<file path="src/rtl/vga_capture.sv">
// VGA receive end: registers the incoming pixel stream, writes visible pixels into a
// {h,v}-addressed frame buffer and grades every completed frame's line/sync framing.
module vga_capture #(
    parameter int   HSIZE       = 640,
    parameter int   VSIZE       = 480,
    parameter int   HWIDTH      = $clog2(HSIZE),
    parameter int   VWIDTH      = $clog2(VSIZE),
    parameter logic SYNC_ACTIVE = 1'b0
) (
    input  logic                     clk,
    input  logic                     rst,
    input  logic                     vga_hsync,
    input  logic                     vga_vsync,
    input  logic                     vga_blank_n,
    input  logic [7:0]               vga_r,
    input  logic [7:0]               vga_g,
    input  logic [7:0]               vga_b,
    output logic                     wr_en,
    output logic [HWIDTH+VWIDTH-1:0] wr_addr,
    output logic [23:0]              wr_data,
    output logic                     frame_done,
    output logic                     frame_ok,
    output logic                     line_err,
    output logic [15:0]              frame_cnt
);

    // Counters carry one extra bit so they can hold HSIZE/VSIZE themselves.
    localparam int HCW = HWIDTH + 1;
    localparam int VCW = VWIDTH + 1;

    typedef enum logic [1:0] {IDLE, WAIT_LINE, IN_LINE} state_t;

    logic        hs_s1_q, vs_s1_q, blank_s1_q, hs_prev_q, vs_prev_q;
    logic [23:0] rgb_s1_q;

    state_t                   state_q, state_d;
    logic [HCW-1:0]           h_cnt_q, h_cnt_d;
    logic [VCW-1:0]           v_cnt_q, v_cnt_d;
    logic                     extra_q, extra_d;
    logic                     wr_en_q, wr_en_d;
    logic [HWIDTH+VWIDTH-1:0] wr_addr_q, wr_addr_d;
    logic [23:0]              wr_data_q, wr_data_d;
    logic                     frame_done_q, frame_done_d;
    logic                     frame_ok_q, frame_ok_d;
    logic                     line_err_q, line_err_d;
    logic [15:0]              frame_cnt_q, frame_cnt_d;

    logic vs_assert, hs_assert, h_vis, v_vis;

    assign vs_assert = (vs_s1_q == SYNC_ACTIVE) && (vs_prev_q != SYNC_ACTIVE);
    assign hs_assert = (hs_s1_q == SYNC_ACTIVE) && (hs_prev_q != SYNC_ACTIVE);
    assign h_vis     = h_cnt_q < HCW'(HSIZE);
    assign v_vis     = v_cnt_q < VCW'(VSIZE);

    always_comb begin
        state_d      = state_q;
        h_cnt_d      = h_cnt_q;
        v_cnt_d      = v_cnt_q;
        extra_d      = extra_q;
        wr_en_d      = 1'b0;
        wr_addr_d    = wr_addr_q;
        wr_data_d    = wr_data_q;
        frame_done_d = 1'b0;
        frame_ok_d   = frame_ok_q;
        line_err_d   = line_err_q;
        frame_cnt_d  = frame_cnt_q;

        if (state_q == IDLE) begin
            if (vs_assert) begin
                h_cnt_d    = '0;
                v_cnt_d    = '0;
                extra_d    = 1'b0;
                line_err_d = 1'b0;
                state_d    = WAIT_LINE;
            end
        end else if (vs_assert) begin
            // Frame boundary wins over any pixel in the same cycle; an open line is truncated.
            frame_done_d = 1'b1;
            frame_ok_d   = (v_cnt_q == VCW'(VSIZE)) && !line_err_q && !extra_q
                           && (state_q != IN_LINE);
            frame_cnt_d  = frame_cnt_q + 16'd1;
            h_cnt_d      = '0;
            v_cnt_d      = '0;
            extra_d      = 1'b0;
            line_err_d   = 1'b0;
            state_d      = WAIT_LINE;
        end else if (state_q == WAIT_LINE) begin
            if (blank_s1_q) begin
                if (v_vis) begin
                    wr_en_d   = 1'b1;
                    wr_addr_d = {HWIDTH'(0), v_cnt_q[VWIDTH-1:0]};
                    wr_data_d = rgb_s1_q;
                end else begin
                    extra_d = 1'b1;
                end
                h_cnt_d = HCW'(1);
                state_d = IN_LINE;
            end
        end else begin
            if (hs_assert) begin
                line_err_d = 1'b1;
            end
            if (blank_s1_q) begin
                if (h_vis) begin
                    if (v_vis) begin
                        wr_en_d   = 1'b1;
                        wr_addr_d = {h_cnt_q[HWIDTH-1:0], v_cnt_q[VWIDTH-1:0]};
                        wr_data_d = rgb_s1_q;
                    end
                    h_cnt_d = h_cnt_q + HCW'(1);
                end else begin
                    line_err_d = 1'b1;
                end
            end else begin
                if (h_cnt_q != HCW'(HSIZE)) begin
                    line_err_d = 1'b1;
                end
                if (v_vis) begin
                    v_cnt_d = v_cnt_q + VCW'(1);
                end
                h_cnt_d = '0;
                state_d = WAIT_LINE;
            end
        end
    end

    // Sync registers reset to the idle level so no edge is seen right after reset.
    always_ff @(posedge clk) begin
        if (rst) begin
            hs_s1_q      <= ~SYNC_ACTIVE;
            vs_s1_q      <= ~SYNC_ACTIVE;
            hs_prev_q    <= ~SYNC_ACTIVE;
            vs_prev_q    <= ~SYNC_ACTIVE;
            blank_s1_q   <= 1'b0;
            rgb_s1_q     <= '0;
            state_q      <= IDLE;
            h_cnt_q      <= '0;
            v_cnt_q      <= '0;
            extra_q      <= 1'b0;
            wr_en_q      <= 1'b0;
            wr_addr_q    <= '0;
            wr_data_q    <= '0;
            frame_done_q <= 1'b0;
            frame_ok_q   <= 1'b0;
            line_err_q   <= 1'b0;
            frame_cnt_q  <= '0;
        end else begin
            hs_s1_q      <= vga_hsync;
            vs_s1_q      <= vga_vsync;
            hs_prev_q    <= hs_s1_q;
            vs_prev_q    <= vs_s1_q;
            blank_s1_q   <= vga_blank_n;
            rgb_s1_q     <= {vga_r, vga_g, vga_b};
            state_q      <= state_d;
            h_cnt_q      <= h_cnt_d;
            v_cnt_q      <= v_cnt_d;
            extra_q      <= extra_d;
            wr_en_q      <= wr_en_d;
            wr_addr_q    <= wr_addr_d;
            wr_data_q    <= wr_data_d;
            frame_done_q <= frame_done_d;
            frame_ok_q   <= frame_ok_d;
            line_err_q   <= line_err_d;
            frame_cnt_q  <= frame_cnt_d;
        end
    end

    assign wr_en      = wr_en_q;
    assign wr_addr    = wr_addr_q;
    assign wr_data    = wr_data_q;
    assign frame_done = frame_done_q;
    assign frame_ok   = frame_ok_q;
    assign line_err   = line_err_q;
    assign frame_cnt  = frame_cnt_q;

endmodule

</file>
<file path="config.mk">
export PLATFORM = sky130hd
export DESIGN_NAME = vga_capture
export DESIGN_NICKNAME = d
export VERILOG_FILES = /design/src/rtl/vga_capture.sv
export SDC_FILE = /design/constraint.sdc
export NUM_CORES = 1
export LEC_CHECK = 0
export BUFFER_PORTS_ARGS = -buffer_cell sky130_fd_sc_hd__buf_2
export CORE_MARGIN = 1.5
export CORE_UTILIZATION = 45
export DETAILED_ROUTE_END_ITERATION = 8
export PLACE_DENSITY = 0.67
export SYNTH_ARGS = -nofsm -noshare
export SYNTH_HDL_FRONTEND = slang
export SYNTH_SLANG_ARGS = --single-unit
</file>
<file path="constraint.sdc">
create_clock -name clk -period 2.68 [get_ports clk]
set_input_delay 0.134 -clock clk [delete_from_list [all_inputs] [get_ports clk]]
set_output_delay 0.134 -clock clk [all_outputs]
set_load 0.005 [all_outputs]
</file>
# Word-level counts from Yosys, hierarchy flattened
# Index checks and enable logic that the tools add are counted.
# word_totals
ff_bits,116
latch_bits,0
ramBits,0
rom_bits,0
in_bits,29
word_cells,108
n_memories,0
# classes
add_sub_neg,3
mul,0
div,0
order_cmp,2
n_eq_ne,11
shifts,0
mux,49
n_bitwise,4
reduce_logical,22
# op_table
cell,n
2-to-1 mux 24 bit,5
2-to-1 mux 19 bit,6
2-to-1 mux 11 bit,7
2-to-1 mux 10 bit,6
2-to-1 mux 1 bit,19
"adder 16 x 1 -> 16 bit, second input constant",1
2-to-1 mux 2 bit,6
AND reduction 4 bit,3
"adder 11 x 1 -> 11 bit, second input constant",1
"less-than comparator 11 x 10 -> 1 bit, second input constant",1
"!= test 11 x 10 -> 1 bit, second input constant",1
"adder 10 x 1 -> 10 bit, second input constant",1
"== test 10 x 9 -> 1 bit, second input constant",1
"less-than comparator 10 x 9 -> 1 bit, second input constant",1
"!= test 2 bit, second input constant",4
nonzero test 2 bit,4
AND reduction 3 bit,2
logical AND 1 bit,5
AND reduction 5 bit,1
"!= test 4 x 1 -> 1 bit, second input constant",1
inverter 1 bit,4
AND reduction 2 bit,2
"!= test 3 x 1 -> 1 bit, second input constant",1
"!= test 3 bit, second input constant",1
other kinds (6),7

# Logic depth before layout (Yosys ltp)
# Gate-level depths: netlist (run 1).
# depth
word_depth,8
mapped_depth,7

# Worst setup path before layout (run 1)
# OpenSTA, ideal clock, no wires.
# synth_path
path_kind,register to register
startpoint,register state_q[1]
endpoint,register frame_cnt_q[12] (netlist: frame_cnt[12])
setup_ps,70
t_arrival_ps,1619
required_ps,2610
setup_slack_ps,991
stages_incl_launch_ff,8
synth_period_minus_slack_ps,1689
path_cell_list,dfxtp_1 -> buf_6 -> nor2_4 -> buf_6 -> or3_1 -> clkbuf_2 -> or4_1 -> a21oi_1
# synth_between
elab_chain_cells,3
# synth_lines
element,line_no,source
start: declaration,36,"state_t state_q, state_d;"
start signal: assignment,154,state_q <= state_d;
zero test 2 bit,68,if (state_q == IDLE) begin
inverter 1 bit (no line),-,
AND reduction 2 bit (no line),-,
end signal: assignment,164,frame_cnt_q <= frame_cnt_d;
end: declaration,46,"logic [15:0] frame_cnt_q, frame_cnt_d;"
# No other way between the ends.
# A chain may end at the register's enable or synchronous reset.

# Final worst setup path (run 1)
# layout_path
startpoint,register state_q[1]
endpoint,register wr_addr_q[9] (netlist: wr_addr[9])
# layout_between
elab_chain_cells,3
# layout_lines
element,line_no,source
== test 2 x 1 -> 1 bit / zero test 2 bit (equally long branches),"87, 68",
nonzero test 2 bit (no line) / inverter 1 bit (equally long branches),-,
AND reduction 5 bit (no line),-,
end signal: assignment,159,wr_addr_q <= wr_addr_d;
end: declaration,41,"logic [HWIDTH+VWIDTH-1:0] wr_addr_q, wr_addr_d;"
# Parallel ways exist; a longest one is shown, timed or not.

==> results of run 1 <==
## per-layer routing
layer / global-route usage / vias up
li1: - / 2069
met1: 0.2745 / 1980
met2: 0.3369 / 110
met3: 0.06015 / 13
met4: 0.08333 / 0
met5: 0 / -
## path summary, 6_finish.rpt
| kind | slack [ns] | cells after the start | end |
|---|---|---|---|
| max | 0.48 | 4 | wr_addr[9]$_SDFFE_PP0P_ |
| min | 0.03 | 2 | wr_addr[8]$_SDFFE_PP0P_ |
| max reg2reg | 0.48 | 4 | wr_addr[9]$_SDFFE_PP0P_ |
| min reg2reg | 0.45 | 2 | wr_data[5]$_SDFFE_PP0P_ |
## repair_timing
item,CTS,global route
setup buffers,0,0
hold endpoints to repair,27,0
hold buffers,27,0
resized for setup,0,0
## flip-flops by register name, summed over array words and instances (netlist names), 2 cells and up
| register | flops |
|---|---|
| rgb_s1_q | 24 |
| frame_cnt | 16 |
| v_cnt_q | 10 |
| state_q | 2 |
| h_cnt_q | 11 |
| wr_addr | 19 |
| wr_data | 24 |
## cell usage after synthesis (all sizes together)
library cell    n
a2111o          2
a2111oi         4
a211oi          1
a21oi          56
a41oi           2
and2            4
and2b           2
and3            3
and3b           1
and4            3
buf            10
clkbuf         28
dfxtp         116
ha              5
inv             9
mux2i           2
nand2          18
nand2b         13
nand3          43
nand3b          3
nand4          15
nor2           21
nor2b          28
nor3            3
nor4            8
nor4b           2
nor4bb          1
o211ai          1
o21a            2
o21ai          63
o311ai          3
o31ai           6
o41ai           2
or2             5
or3            13
or4             7
xnor2           8
xor2            2
## cell families (layout without fill, tap and decap cells)
| kind of cell | after synthesis | after routing | share of synthesized area |
|---|---|---|---|
| AOI/OAI and AO/OA | 142 | 142 | 0.1790 |
| muxes | 2 | 2 | 0.004333 |
| adders and majority gates | 5 | 5 | 0.01354 |
| buffers and inverters | 47 | 169 | 0.04387 |
| xor gates and xnor gates | 10 | 10 | 0.01896 |
| DFF | 116 | 116 | 0.5026 |
| and+or+nand+nor | 193 | 193 | 0.2377 |
## power by group through the flow
stage	combinational, mW	sequential [mW]	clock, mW
floorplan	0.0958	1.80	0
global placement	0.136	1.81	0
detailed placement	0.138	1.81	0
CTS	0.168	1.77	2.30
global route	0.187	1.77	2.40
finish	0.169	1.77	2.27
## cell usage in the layout (no fill, tap or decap), types with 4 or more instances in the layout
master         netlist  routed
a21oi_1             56      56
and2_1               4       4
buf_2                8      91
buf_4                0      11
clkbuf_16            0      16
clkbuf_8             0       5
dfxtp_1            116     116
dlygate4sd3_1        0      27
ha_1                 5       5
inv_1                9       9
nand2_1             18      18
nand2b_1            13      13
nand3_1             43      43
nand4_1             15      15
nor2_1              20      20
nor2b_1             27      27
nor4_1               8       8
o21ai_0             60      60
o31ai_1              6       6
or2_2                4       4
or3_1               13      13
or4_1                7       7
xnor2_1              8       8
## area by class of cell
| cell class | instances | area (um^2) | share of cell area |
|---|---|---|---|
| clock inverter | 8 | 123.9 | 0.02049 |
| multi-input combinational | 352 | 2115 | 0.3498 |
| sequential | 116 | 2322 | 0.3841 |
| clock buffer | 23 | 476.7 | 0.07885 |
| timing repair buffer | 129 | 808.3 | 0.1337 |
| tap | 133 | 166.4 | 0.02752 |
| inverter | 9 | 33.78 | 0.005588 |
## per-stage QoR
step / hold slack (ns) / instance area (um^2)
after floorplan: 0.2378 / 4621
after global placement: 0.3320 / 5175
after detailed placement: 0.3234 / 5175
after CTS: 0.01453 / 6046
after global routing: 0.03616 / 6046
final: 0.02890 / 6046
==> results.ini, run 1 <==
[run_status]
status=complete, no violations

[synth]
syn_nets=549
synth_seq_area_share=0.5026
synth-warning-count=0
synth_seq_cells=116
syn_area_mm2=0.004621
syn_avg_cell_area_um2=8.972
syn_inst=515
synth_top_area_frac=0.5026
yosys.area.top_type=dfxtp_1
synth_area_leaders=dfxtp_1, o21ai_0, a21oi_1
synth_cell_type_count=46

[grt]
track_usage=0.2132
grt_pass1_wl_mm=19.09
grt_max_degree=57
gr-total-overflow=0
grt_pass1_vias=3974
antenna_found_initial=0

[die]
io_pins=92
initial_utilization=0.4684
die_width_um=104.3
die-height_um=104.3
row_count=36
coreArea_mm2=0.009864
dieArea_mm2=0.01088

[cells_and_area]
nFillCells=831
antenna_cells=0
utilization=0.6129
layoutNonFillerInstCount=770
drive_gt1_frac=0.2229
synthToLayoutAreaGrowth_pct=30.84
fin_nets=659

[worst_setup_path]
crit_buf_inv=0
path_max_fanout=13
arrival_ns=2.58
critical_path_class=reg -> reg
startpoint=state_q[1]$_SDFFE_PP0P_
critical_path.top_delay_family=compound AO/OA/AOI/OAI gates
rr_startpoint=state_q[1]$_SDFFE_PP0P_
start_kind=flop
slowest_stage=dfxtp_1
path_common_cell=o21ai_0
path_cells=o21ai_0 > a2111o_1 > nor2_1 > o21ai_0
end_kind=flop
worstPathRequired_ns=3.05
slowest_delay_ns=0.61

[power]
switching_share=0.2052
clkPwrFrac=0.539
combPwrFrac=0.040
vdd_drop_max_v=0.0004500
p_seq_frac=0.421
p_total_mw=4.210
intPower_mw=3.346
power_density_mw_per_mm2=696.4
p_leak_nw=2.336
switching_power_mw=0.8640

[sta]
fin_ws_ns=0.4756
drv_slew=0
timing.fmax_ghz=0.4536
worst_pin_slew_ns=0.6970
layout_min_cycle_time_ns=2.204
finalSetupTns_ns=0
setup_viol=0
grt_setup_unrepaired=no
skew_ns=0.01049
max_slew_margin=0.5353
hold_viol_final=0
period_share=0.8225

[routing]
antenna_left=0
via_per_inst=5.418
met3_length_um=620
wl_per_cell_um=14.39
dr.pass1.iters=5
highest_layer=met4
met2_length_mm=5.116
met1Wirelength_mm=5.182
wl_mm=11.08
drt_iter0_drc=209
vias=4172
drc=0

[placement]
hpwl_mm=6.978
io_buffers=91
place.gp.congestion=0.8209
post-place-ws_ns=0.4562
placed_cells=712

[clock_tree]
clk_path_buf_depth=2
cts_root_buffer=clkbuf_8
cts.clk_slew.worst_paths_ns=0.06
htree_levels=4
cts.sinks=116
clkLatencyLatePin_ns=0.51
cts_tree=done
numCtsBuffers=17

[hold_path]
hold_class=in -> reg
holdCritStartpoint=rst

[flow_run]
maxCapViolations=0

No activity file was read; power rests on OpenSTA's default activity.
==> run 2, diff against run 1 <==
Settings changed: ABC_AREA set to 1, PLACE_DENSITY 0.67 to 0.7.
Clock period 2.68 ns to 1.79 ns, I/O delays scaled along.
==> run 2 against run 1 <==
  * Setup slack got worse by 0.30 ns
  * Critical path depth grew 5
  * Combinational power up 130%
  * Critical path type unchanged
  * Largest power group unchanged
  * Area after synthesis grew 4.0%
  * First-iteration DRC count is 7.7% higher
  * Largest cell class unchanged
==> results.ini, run 2 <==
[run_status]
status=complete, no violations  ; unchanged

[cells_and_area]
fin_nets=868  ; was 659
synthToLayoutAreaGrowth_pct=31.91  ; was 30.84%
drive_gt1_frac=0.1783  ; was 0.2229
antenna_cells=0  ; unchanged
final_common_cell=nor2_1  ; was dfxtp_1
design_area_mm2=0.006336  ; was 0.006046 mm^2
layoutNonFillerInstCount=983  ; was 770
final_cell_mix=nor2_1, nand2_1, dfxtp_1, inv_1, buf_2  ; was dfxtp_1, buf_2, o21ai_0, a21oi_1, nand3_1

[worst_setup_path]
worstPathRequired_ns=2.23  ; was 3.05 ns
arrival_ns=2.05  ; was 2.58 ns
path_max_fanout=36  ; was 13
start_kind=flop  ; unchanged
critical_path_class=reg -> reg  ; unchanged
end_kind=flop  ; unchanged

[power]
vdd_drop_max_v=0.0005695  ; was 0.0004500 V
p_total_mw=6.348  ; was 4.210 mW
intPower_mw=4.861  ; was 3.346 mW
power_density_mw_per_mm2=1002  ; was 696.4 mW/mm^2
switching_power_mw=1.488  ; was 0.8640 mW
clkPwrFrac=0.516  ; was 0.539
p_leak_nw=3.099  ; was 2.336 nW
p_seq_frac=0.423  ; was 0.421
combPwrFrac=0.061  ; was 0.040
switching_share=0.2343  ; was 0.2052

[flow_run]
maxCapViolations=0  ; unchanged

[sta]
layout_min_cycle_time_ns=1.616  ; was 2.204 ns
hold_viol_final=0  ; unchanged
drv_slew=0  ; unchanged
timing.fmax_ghz=0.6189  ; was 0.4536 GHz
skew_ns=0.006063  ; was 0.01049 ns
max_slew_margin=0.6743  ; was 0.5353
finalSetupTns_ns=0  ; unchanged
worst_pin_slew_ns=0.4848  ; was 0.6970 ns
finalHoldWorstSlack_ns=0.3094  ; was 0.02890 ns
period_share=0.9026  ; was 0.8225
grt_setup_unrepaired=no  ; unchanged
setup_viol=0  ; unchanged

[placement]
place.gp.congestion=0.9101  ; was 0.8209
io_buffers=91  ; unchanged
hpwl_mm=7.461  ; was 6.978 mm
placed_cell_area_mm2=0.005439  ; was 0.005175 mm^2
placed_cells=920  ; was 712

[synth]
synth_common_cells=nor2_1, nand2_1, dfxtp_1  ; was dfxtp_1, o21ai_0, a21oi_1
synth_edf_count=0  ; unchanged
syn_inst=698  ; was 515
synth_cell_type_count=28  ; was 46
synth_seq_cells=116  ; unchanged
synth_top_area_frac=0.4835  ; was 0.5026
synth-main-ff-cell=dfxtp_1  ; unchanged
yosys.area.top_type=dfxtp_1  ; unchanged
synth_area_leaders=dfxtp_1, nor2_1, nand2_1  ; was dfxtp_1, o21ai_0, a21oi_1
syn_nets=732  ; was 549
async_reset_ff_frac=0  ; unchanged
synth-warning-count=0  ; unchanged
syn_avg_cell_area_um2=6.882  ; was 8.972 um^2
synth_seq_area_share=0.4835  ; was 0.5026
syn_area_mm2=0.004803  ; was 0.004621 mm^2
yosysMostFrequentCell=nor2_1  ; was dfxtp_1

[grt]
gr-total-overflow=0  ; unchanged
grt_max_degree=37  ; was 57
grt_pass1_wl_mm=18.47  ; was 19.09 mm
grt_pass1_vias=4235  ; was 3974
antenna_found_initial=0  ; unchanged
track_usage=0.2040  ; was 0.2132

[routing]
via_per_inst=4.680  ; was 5.418
antenna_left=0  ; unchanged
vias=4600  ; was 4172
dr.pass1.iters=4  ; was 5
drt_iter0_drc=225  ; was 209
wl_per_cell_um=11.13  ; was 14.39 um
drc=0  ; unchanged
wl_mm=10.94  ; was 11.08 mm

[die]
row_count=37  ; was 36
coreArea_mm2=0.01032  ; was 0.009864 mm^2
die_width_um=106.3  ; was 104.3 um
dieArea_mm2=0.01130  ; was 0.01088 mm^2
initial_utilization=0.4653  ; was 0.4684
die-height_um=106.3  ; was 104.3 um
io_pins=92  ; unchanged

[clock_tree]
htree_levels=4  ; unchanged
clk_path_buf_depth=2  ; unchanged
clkLatencyLatePin_ns=0.51  ; about the same
numCtsBuffers=17  ; unchanged
cts.sinks=116  ; unchanged
cts_root_buffer=clkbuf_8  ; unchanged
cts_tree=done  ; unchanged
post_cts_buffers=0  ; unchanged
cts.clk_slew.worst_paths_ns=0.06  ; about the same

[hold_path]
hold_class=in -> reg  ; unchanged

-- run 2: repair_timing --
item / in CTS / in global routing
hold buffers: 31 / 0
gates resized for setup: 0 / 4
endpoints found under the hold margin: 31 / 0
setup endpoints to repair: 0 / 45
-- run 2: path summary, 6_finish.rpt --
kind	from	to	slack [ns]	cells past startpoint
worst max-delay path	vs_s1_q$_SDFF_PP1_	wr_data[14]$_SDFFE_PP0P_	0.17	9
worst max register to register	vs_s1_q$_SDFF_PP1_	wr_data[14]$_SDFFE_PP0P_	0.17	9
worst min register to register	vs_s1_q$_SDFF_PP1_	vs_prev_q$_SDFF_PP1_	0.42	2
worst min-delay path	vga_r[4]	rgb_s1_q[20]$_SDFF_PP0_	0.31	4
-- run 2: power by group through the flow --
stage | clock, mW | combinational (mW) | sequential (mW)
floorplan | 0 | 0.215 | 2.74
global placement | 0 | 0.329 | 2.74
detailed placement | 0 | 0.334 | 2.74
CTS | 3.32 | 0.389 | 2.68
global route | 3.46 | 0.444 | 2.69
finish | 3.27 | 0.390 | 2.69
-- run 2: kinds of logic after synthesis --
group / synth area share
AND/OR/NAND/NOR: 0.3454
buffers and inverters: 0.1091
flip-flops: 0.4835
AO/OA/AOI/OAI: 0.04897
adder cells (fa/ha/maj): 0.01302
-- run 2: worst max-delay path, stage by stage, from the launching register on --
cell     delay (ns)
dfxtp_1        0.30
inv_1          0.05
nand2_1        0.14
buf_4          0.16
nand2_2        0.07
nor3_4         0.24
nand2_4        0.08
inv_4          0.28
nor2_1         0.09
nor2_1         0.12
-- run 2: metrics by stage --
stage          worst slack [ns]    util
3_3_place_gp            0.09145  0.5268
5_1_grt                0.008547  0.6137
6_report                 0.1743  0.6137
2_1_floorplan            0.2861       -
4_1_cts                 0.08226  0.6131
3_5_place_dp            0.09926  0.5268
-- run 2: layer usage --
metal | track usage | vias to the layer above | routed length [um]
li1 | - | 2407 | -
met1 | 0.2479 | 2059 | 5077
met2 | 0.3415 | 117 | 5111
met3 | 0.05641 | 17 | 584
met4 | 0.08012 | 0 | 164
met5 | 0 | - | 0
-- run 2: layout make-up --
class | instances | area (um^2)
flip-flops and latches | 116 | 2322
fillers | 915 | 3988
inverters | 112 | 422.9
clock buffers | 19 | 431.7
multi-input cells | 450 | 1962
well taps | 136 | 170.2
repair buffers | 137 | 878.3
clock inverters | 13 | 148.9
